[src/rtl/pc_sequencer.sv]
// Program-counter sequencer: RUN/WAIT_IN/HALT/TRAP control with input-wait handshake
// and a hardware return-address stack for call/ret.
module pc_sequencer #(
    parameter int                  ADDR_W      = 32,
    parameter int                  STACK_DEPTH = 8,
    parameter logic [ADDR_W-1:0]   RESET_PC    = '0,
    localparam int                 CNT_W       = $clog2(STACK_DEPTH + 1)
) (
    input  logic              clock,
    input  logic              reset,
    input  logic              halt,
    input  logic              overflow,
    input  logic              wait_in,
    input  logic              inread,
    input  logic              resume,
    input  logic              branch_taken,
    input  logic              jump_en,
    input  logic              call,
    input  logic              ret,
    input  logic [ADDR_W-1:0] jump_target,
    output logic [ADDR_W-1:0] pc,
    output logic [1:0]        state,
    output logic [1:0]        trap_cause,
    output logic [CNT_W-1:0]  stack_count,
    output logic              stack_full,
    output logic              stack_empty
);

    localparam int IDX_W = (STACK_DEPTH > 1) ? $clog2(STACK_DEPTH) : 1;

    typedef enum logic [1:0] {
        ST_RUN     = 2'd0,
        ST_WAIT_IN = 2'd1,
        ST_HALT    = 2'd2,
        ST_TRAP    = 2'd3
    } state_e;

    typedef enum logic [1:0] {
        CAUSE_NONE      = 2'd0,
        CAUSE_OVERFLOW  = 2'd1,
        CAUSE_STACK_OVF = 2'd2,
        CAUSE_STACK_UNF = 2'd3
    } cause_e;

    state_e            state_q, state_d;
    cause_e            cause_q, cause_d;
    logic [ADDR_W-1:0] pc_q, pc_d;
    logic [CNT_W-1:0]  count_q, count_d;
    logic [ADDR_W-1:0] stack_q [STACK_DEPTH];

    logic [ADDR_W-1:0] pc_inc;
    logic [IDX_W-1:0]  push_idx;
    logic [IDX_W-1:0]  top_idx;
    logic              push_en;
    logic              full;
    logic              empty;

    assign pc_inc   = pc_q + ADDR_W'(1);
    assign push_idx = IDX_W'(count_q);
    assign top_idx  = IDX_W'(count_q - CNT_W'(1));
    assign full     = (count_q == CNT_W'(STACK_DEPTH));
    assign empty    = (count_q == '0);

    always_comb begin
        // NOTE: every signal gets a hold default up front so no path leaves it unassigned (no latch).
        state_d = state_q;
        cause_d = cause_q;
        pc_d    = pc_q;
        count_d = count_q;
        push_en = 1'b0;

        case (state_q)
            ST_RUN: begin
                // Priority order matters: stop conditions first, then stack ops, then flow changes.
                if (overflow) begin
                    state_d = ST_TRAP;
                    cause_d = CAUSE_OVERFLOW;
                end else if (halt) begin
                    state_d = ST_HALT;
                end else if (wait_in && !inread) begin
                    state_d = ST_WAIT_IN;
                end else if (ret && empty) begin
                    state_d = ST_TRAP;
                    cause_d = CAUSE_STACK_UNF;
                end else if (ret) begin
                    pc_d    = stack_q[top_idx];
                    count_d = count_q - CNT_W'(1);
                end else if (call && full) begin
                    state_d = ST_TRAP;
                    cause_d = CAUSE_STACK_OVF;
                end else if (call) begin
                    push_en = 1'b1;
                    pc_d    = jump_target;
                    count_d = count_q + CNT_W'(1);
                end else if (jump_en || branch_taken) begin
                    pc_d = jump_target;
                end else begin
                    pc_d = pc_inc;
                end
            end
            ST_WAIT_IN: begin
                if (inread) begin
                    state_d = ST_RUN;
                    pc_d    = pc_inc;
                end
            end
            ST_HALT: begin
                if (resume) begin
                    state_d = ST_RUN;
                    pc_d    = pc_inc;
                end
            end
            default: begin
            end
        endcase
    end

    always_ff @(posedge clock) begin
        if (reset) begin
            state_q <= ST_RUN;
            cause_q <= CAUSE_NONE;
            pc_q    <= RESET_PC;
            count_q <= '0;
        end else begin
            state_q <= state_d;
            cause_q <= cause_d;
            pc_q    <= pc_d;
            count_q <= count_d;
        end
    end

    // NOTE: stack storage is not reset; entries above stack_count are never read.
    always_ff @(posedge clock) begin
        if (push_en) begin
            stack_q[push_idx] <= pc_inc;
        end
    end

    assign pc          = pc_q;
    assign state       = state_q;
    assign trap_cause  = cause_q;
    assign stack_count = count_q;
    assign stack_full  = full;
    assign stack_empty = empty;

endmodule

[config.mk]
export PLATFORM = sky130hd
export DESIGN_NAME = pc_sequencer
export DESIGN_NICKNAME = d
export VERILOG_FILES = /design/src/rtl/pc_sequencer.sv
export SDC_FILE = /design/constraint.sdc
export NUM_CORES = 1
export LEC_CHECK = 0
export CORE_UTILIZATION = 40
export CTS_CLUSTER_SIZE = 24
export DETAILED_ROUTE_END_ITERATION = 16
export PLACE_DENSITY = 0.58
export SLEW_MARGIN = 0
export SYNTH_ARGS = -nofsm -noshare
export SYNTH_HDL_FRONTEND = slang
export SYNTH_SLANG_ARGS = --single-unit
[constraint.sdc]
create_clock -name clock -period 6.2 [get_ports clock]
set_clock_uncertainty 0.1 [all_clocks]
set_input_delay 1.86 -clock clock [delete_from_list [all_inputs] [get_ports clock]]
set_output_delay 1.86 -clock clock [all_outputs]
set_load 0.01 [all_outputs]
# == After elaboration in Yosys (flattened, before gate mapping) ==
# Memories as Yosys holds them, arrays and structs flattened.
# Index checks and enable logic that the tools add are counted.
# word_totals
ff_bits,40
out_inout_bits,42
memories,1
in_bits,43
mem_bits_rw,256
# classes
mux,39
n_addsub,3
bitwise_logic,4
n_eq_ne,16
reduce_logical,14
# memory_table
memory,words,width,read_ports,rd_clocked_by_memory_dff,write_ports,line_no,text
stack_q,8,32,1,0,1,49,logic [ADDR_W-1:0] stack_q [STACK_DEPTH];
# ops
operator,count
32-bit 2-to-1 mux,10
32-bit case mux with 3 select lines,1
"32-bit by 1-bit adder with 32-bit output, second input constant",1
2-bit 2-to-1 mux,14
"2-bit inequality test, second input constant",8
4-bit 2-to-1 mux,3
"6-bit inequality test, second input constant",2
1-bit 2-to-1 mux,10
5-bit AND reduction,2
8-bit AND reduction,1
7-bit AND reduction,1
2-bit case mux with 3 select lines,1
3-bit nonzero test,2
"4-bit by 1-bit adder with 4-bit output, second input constant",1
"4-bit equality test, second input constant",1
4-bit zero test,1
1-bit NOT,4
"4-bit by 1-bit subtractor with 4-bit output, second input constant",1
1-bit logical AND,3
"3-bit by 2-bit inequality test with 1-bit output, second input constant",1
"3-bit inequality test, second input constant",1
"2-bit by 1-bit equality test with 1-bit output, second input constant",1
"2-bit equality test, second input constant",1
2-bit zero test,1
other kinds (4),4

# == Logic depth before layout (Yosys ltp) ==
# logic_depth
depth_word,11
mapped_depth,12

# == Least setup slack after synthesis ==
# OpenSTA, ideal clock, no wires.
# synth_path
path_kind,in2reg
from,input inread
to,"memory stack_q[1][0], enable pin"
cell_stages,5
arrival_time_ns,4.763
required_ns,5.639
path_slack_ns,0.876
cell_sequence,nand2b_1 -> and3_1 -> clkbuf_1 -> nand4_1 -> nor3_1
# synth_between
elab_chain_len,8
# synth_lines
element,line_no,text
start: declaration,14,"input logic inread,"
1-bit zero test,80,end else if (wait_in && !inread) begin
1-bit logical AND,80,
1-bit 2-to-1 mux,80,
1-bit 2-to-1 mux,78,end else if (halt) begin
1-bit 2-to-1 mux,75,if (overflow) begin
1-bit 2-to-1 mux,72,case (state_q)
1-bit 2-to-1 mux,134,if (push_en) begin
1-bit 2-to-1 mux (not written as such),135,stack_q[push_idx] <= pc_inc;
end: declaration,49,
# No other way between the ends.

# == Worst setup path in the final report ==
# layout_path
from,"register count_q[0], in the netlist stack_count[0]"
to,output stack_full
# layout_between
elab_chain_len,1
# layout_lines
element,line_no,text
start: declaration,48,"logic [CNT_W-1:0] count_q, count_d;"
start signal: assignment,128,count_q <= count_d;
4-bit equality test,61,assign full = (count_q == CNT_W'(STACK_DEPTH));
end: declaration,25,"output logic stack_full,"
# No other way between the ends.

==> flow_metrics.env <==
export IMPL_synth_avg_cell_area_sq_um=14.6
export IMPL_p_leak_nw=4.91
export IMPL_synth_area_leaders="edfxtp_1, mux4_2, dfxtp_1, o21ai_0, nor2_1"
export IMPL_num_antenna_cells=0
export IMPL_post_drt_wl_per_cell_microns=25.8
export IMPL_critPathKind="flip-flop to output port"
export IMPL_setup_slack_ns=1.48
export IMPL_powerDensity_mw_per_mm2=392
export IMPL_num_vias=8451
export IMPL_holdWs_ns=0.373
export IMPL_whs_endpoint="trap_cause[0]$_SDFFE_PP0P_"
export IMPL_grtUsageTotal_pct=22.2
export IMPL_cp_arrival_ns=2.76
export IMPL_area_growth_pct=19.1
export IMPL_multi_input_area_sq_mm=0.00425
export IMPL_grt_max_degree=52
export IMPL_reg2reg_from="stack_count[0]$_SDFFE_PP0P_"
export IMPL_synthMostInstantiatedCell="edfxtp_1"
export IMPL_die_y_microns=182
export IMPL_period_share_pct=76.2
export IMPL_synthesis_nets=935
export IMPL_min_delay_path_depth=2
export IMPL_clk_latency_ns=0.52
export IMPL_slew_headroom_pct=13.8
export IMPL_syn_cell_area_sq_mm=0.0129
export IMPL_cp_cell_sequence="inv_1 -> ha_4 -> nor2b_1 -> nand2_1 -> inv_1 -> clkdlybuf4s50_1"
export IMPL_startpoint_type="flip-flop"
export IMPL_cp_slowest_stage_delay_ns=0.82
export IMPL_fin_nets=1029
export IMPL_rr_endpoint="pc[13]$_SDFFE_PP0P_"
export IMPL_hold_path_class="flip-flop to flip-flop"
export IMPL_htree_levels=2
export IMPL_ir_drop_mv=0.254
export IMPL_drtIter0Drc=832
export IMPL_tns_ns=0
export IMPL_antenna_found_initial=0
export IMPL_grt_overflow=0
export IMPL_rr_worst_depth=8
export IMPL_yosys_cell_types_count=63
export IMPL_postSynthCellCount=884
export IMPL_synth_edff_count=256
export IMPL_worstHoldStart="trap_cause[0]$_SDFFE_PP0P_"
export IMPL_clk_pin_slew_worst_paths_ns=0.06
export IMPL_synth_top_area_cell="edfxtp_1"
export IMPL_grt_pass1_vias=8349
export IMPL_holdBufCountCts=0
export IMPL_finalHoldViolations=0
export IMPL_synth_top_area_share_pct=59.5
export IMPL_ff_latch_area_sq_mm=0.00849
export IMPL_clockBufferDepth=3
export IMPL_p_total_mw=6.04
export IMPL_avgViaCountPerCell=6.02
export IMPL_cts_sinks=296
export IMPL_regToRegSetupSlack_ns=2.36
export IMPL_row_count=65
export IMPL_placeableCoreArea_sq_mm=0.0316
export IMPL_routabilityCongestion=0.833
export IMPL_die_area_sq_mm=0.0330
export IMPL_dominantRegCellSynth="edfxtp_1"
export IMPL_io_pins=85
export IMPL_rsz0062_at_grt="false"
export IMPL_async_flop_share_pct=0
export IMPL_numCtsBuffers=34
export IMPL_cts_tree="yes"
export IMPL_worst_pin_slew_ns=1.28
export IMPL_ys_ff_latch=296
export IMPL_synth_seq_area_share_pct=65.7
export IMPL_setup_viol=0
export IMPL_cp_max_fo=35
export IMPL_status="finished, final reports clean"
export IMPL_dp_hpwl_microns=23200
export IMPL_synth_common_cells="edfxtp_1, nor2_1, nand2_1"
export IMPL_fillerInstances=2698
export IMPL_routed_wl_microns=36200
export IMPL_drt_pass1_iterations=7
export IMPL_io_buffers=84
export IMPL_worst_setup_path_end_kind="output port"
export IMPL_start_util_pct=40.8
export IMPL_ys_warn_count=0
export IMPL_cp_common_cell="inv_1"
export IMPL_cts_resized=0
export IMPL_drv_slew=0
export IMPL_die_w_microns=182
export IMPL_fmax_mhz=212
export IMPL_cts_setup_buffers=0
export IMPL_route_detailed_drc=0
export IMPL_grt_pass1_wl_microns=53900
export IMPL_maxCapViolCount=0
export IMPL_drive_above_1_share_pct=15.7
export IMPL_place_ws_ns=1.18
export IMPL_critPathRequiredTime_ns=4.24
export IMPL_cts_root_buf="clkbuf_16"
export IMPL_antenna_left=0
export IMPL_period_needed_ns=4.72
export IMPL_slowest_stage="dfxtp_4"
-- flip-flops by register name, summed over array words and instances, names as in the netlist --
register and count:
stack_q 256, pc 32, stack_count 4, state 2, trap_cause 2
-- worst max-delay path: cells and delay by family, from the launching register on --
kind	cells	cell delay (ns)
fa+ha+maj	1	0.24
flops	1	0.82
simple gates	2	0.30
buf+inv	3	0.87
-- how the worst max path moves through the flow --
stage                                     to  slack [ns]                        start
finish                            stack_full        1.48  stack_count[0]$_SDFFE_PP0P_
floorplan            stack_q[1][0]$_DFFE_PP_        0.88                       inread
global placement    stack_q[5][15]$_DFFE_PP_        1.27                          ret
detailed placement  stack_q[5][15]$_DFFE_PP_        1.18                          ret
global route                      stack_full        1.26  stack_count[0]$_SDFFE_PP0P_
CTS                               stack_full        1.38  stack_count[0]$_SDFFE_PP0P_
-- report_power, final --
part | total (mW) | internal [mW] | switching [mW]
sequential | 2.63 | 2.42 | 0.208
combinational | 1.51 | 0.585 | 0.925
clock | 1.90 | 1.11 | 0.791
total | 6.04 | 4.11 | 1.92
-- area by class of cell --
cell class / count / share of cell area [%]
multi-input cells: 520 / 27.6
well taps: 402 / 3.27
repair buffers: 109 / 6.76
flip-flops and latches: 296 / 55.2
clock buffers: 42 / 5.79
clock inverters: 18 / 0.992
inverters: 17 / 0.415
-- routing by layer --
| metal | global-route usage [%] | routed length (microns) | vias to the layer above |
|---|---|---|---|
| li1 | - | - | 3699 |
| met4 | 6.37 | 828 | 0 |
| met3 | 3.47 | 2590 | 66 |
| met2 | 35.9 | 17200 | 372 |
| met5 | 0 | 0 | - |
| met1 | 31.1 | 15600 | 4314 |
-- through the flow --
step | utilization, % | instance area [sq um] | std cells
final | 48.6 | 15400 | 1404
after global routing | 48.6 | 15400 | 1404
after CTS | 48.6 | 15400 | 1404
after detailed placement | 45.3 | 14300 | 1344
after global placement | 45.3 | 14300 | 1344
after floorplan | - | 12900 | 884
-- cell usage in the layout (no fill, tap or decap), types with 9 or more instances in the layout --
cell and n:
inv_1 16, dfxtp_1 39, a22oi_1 21, clkbuf_16 34, o21ai_0 51, clkdlybuf4s50_1 84, buf_4 24, mux4_2 61
edfxtp_1 256, xor2_1 12, nor3_1 15, nand4_1 11, a211oi_1 9, a21oi_1 36, nor2_1 56, nand2_1 62
xnor2_1 21, nand3_1 13
-- cell families after synthesis --
logic type / synth area share (%)
buffers and inverters: 2.11
AOI/OAI and AO/OA: 9.53
muxes: 11.3
DFF: 65.7
adders and majority gates: 0.775
xor gates and xnor gates: 2.24
and+or+nand+nor: 8.35
(Power assumes the default switching activity.)
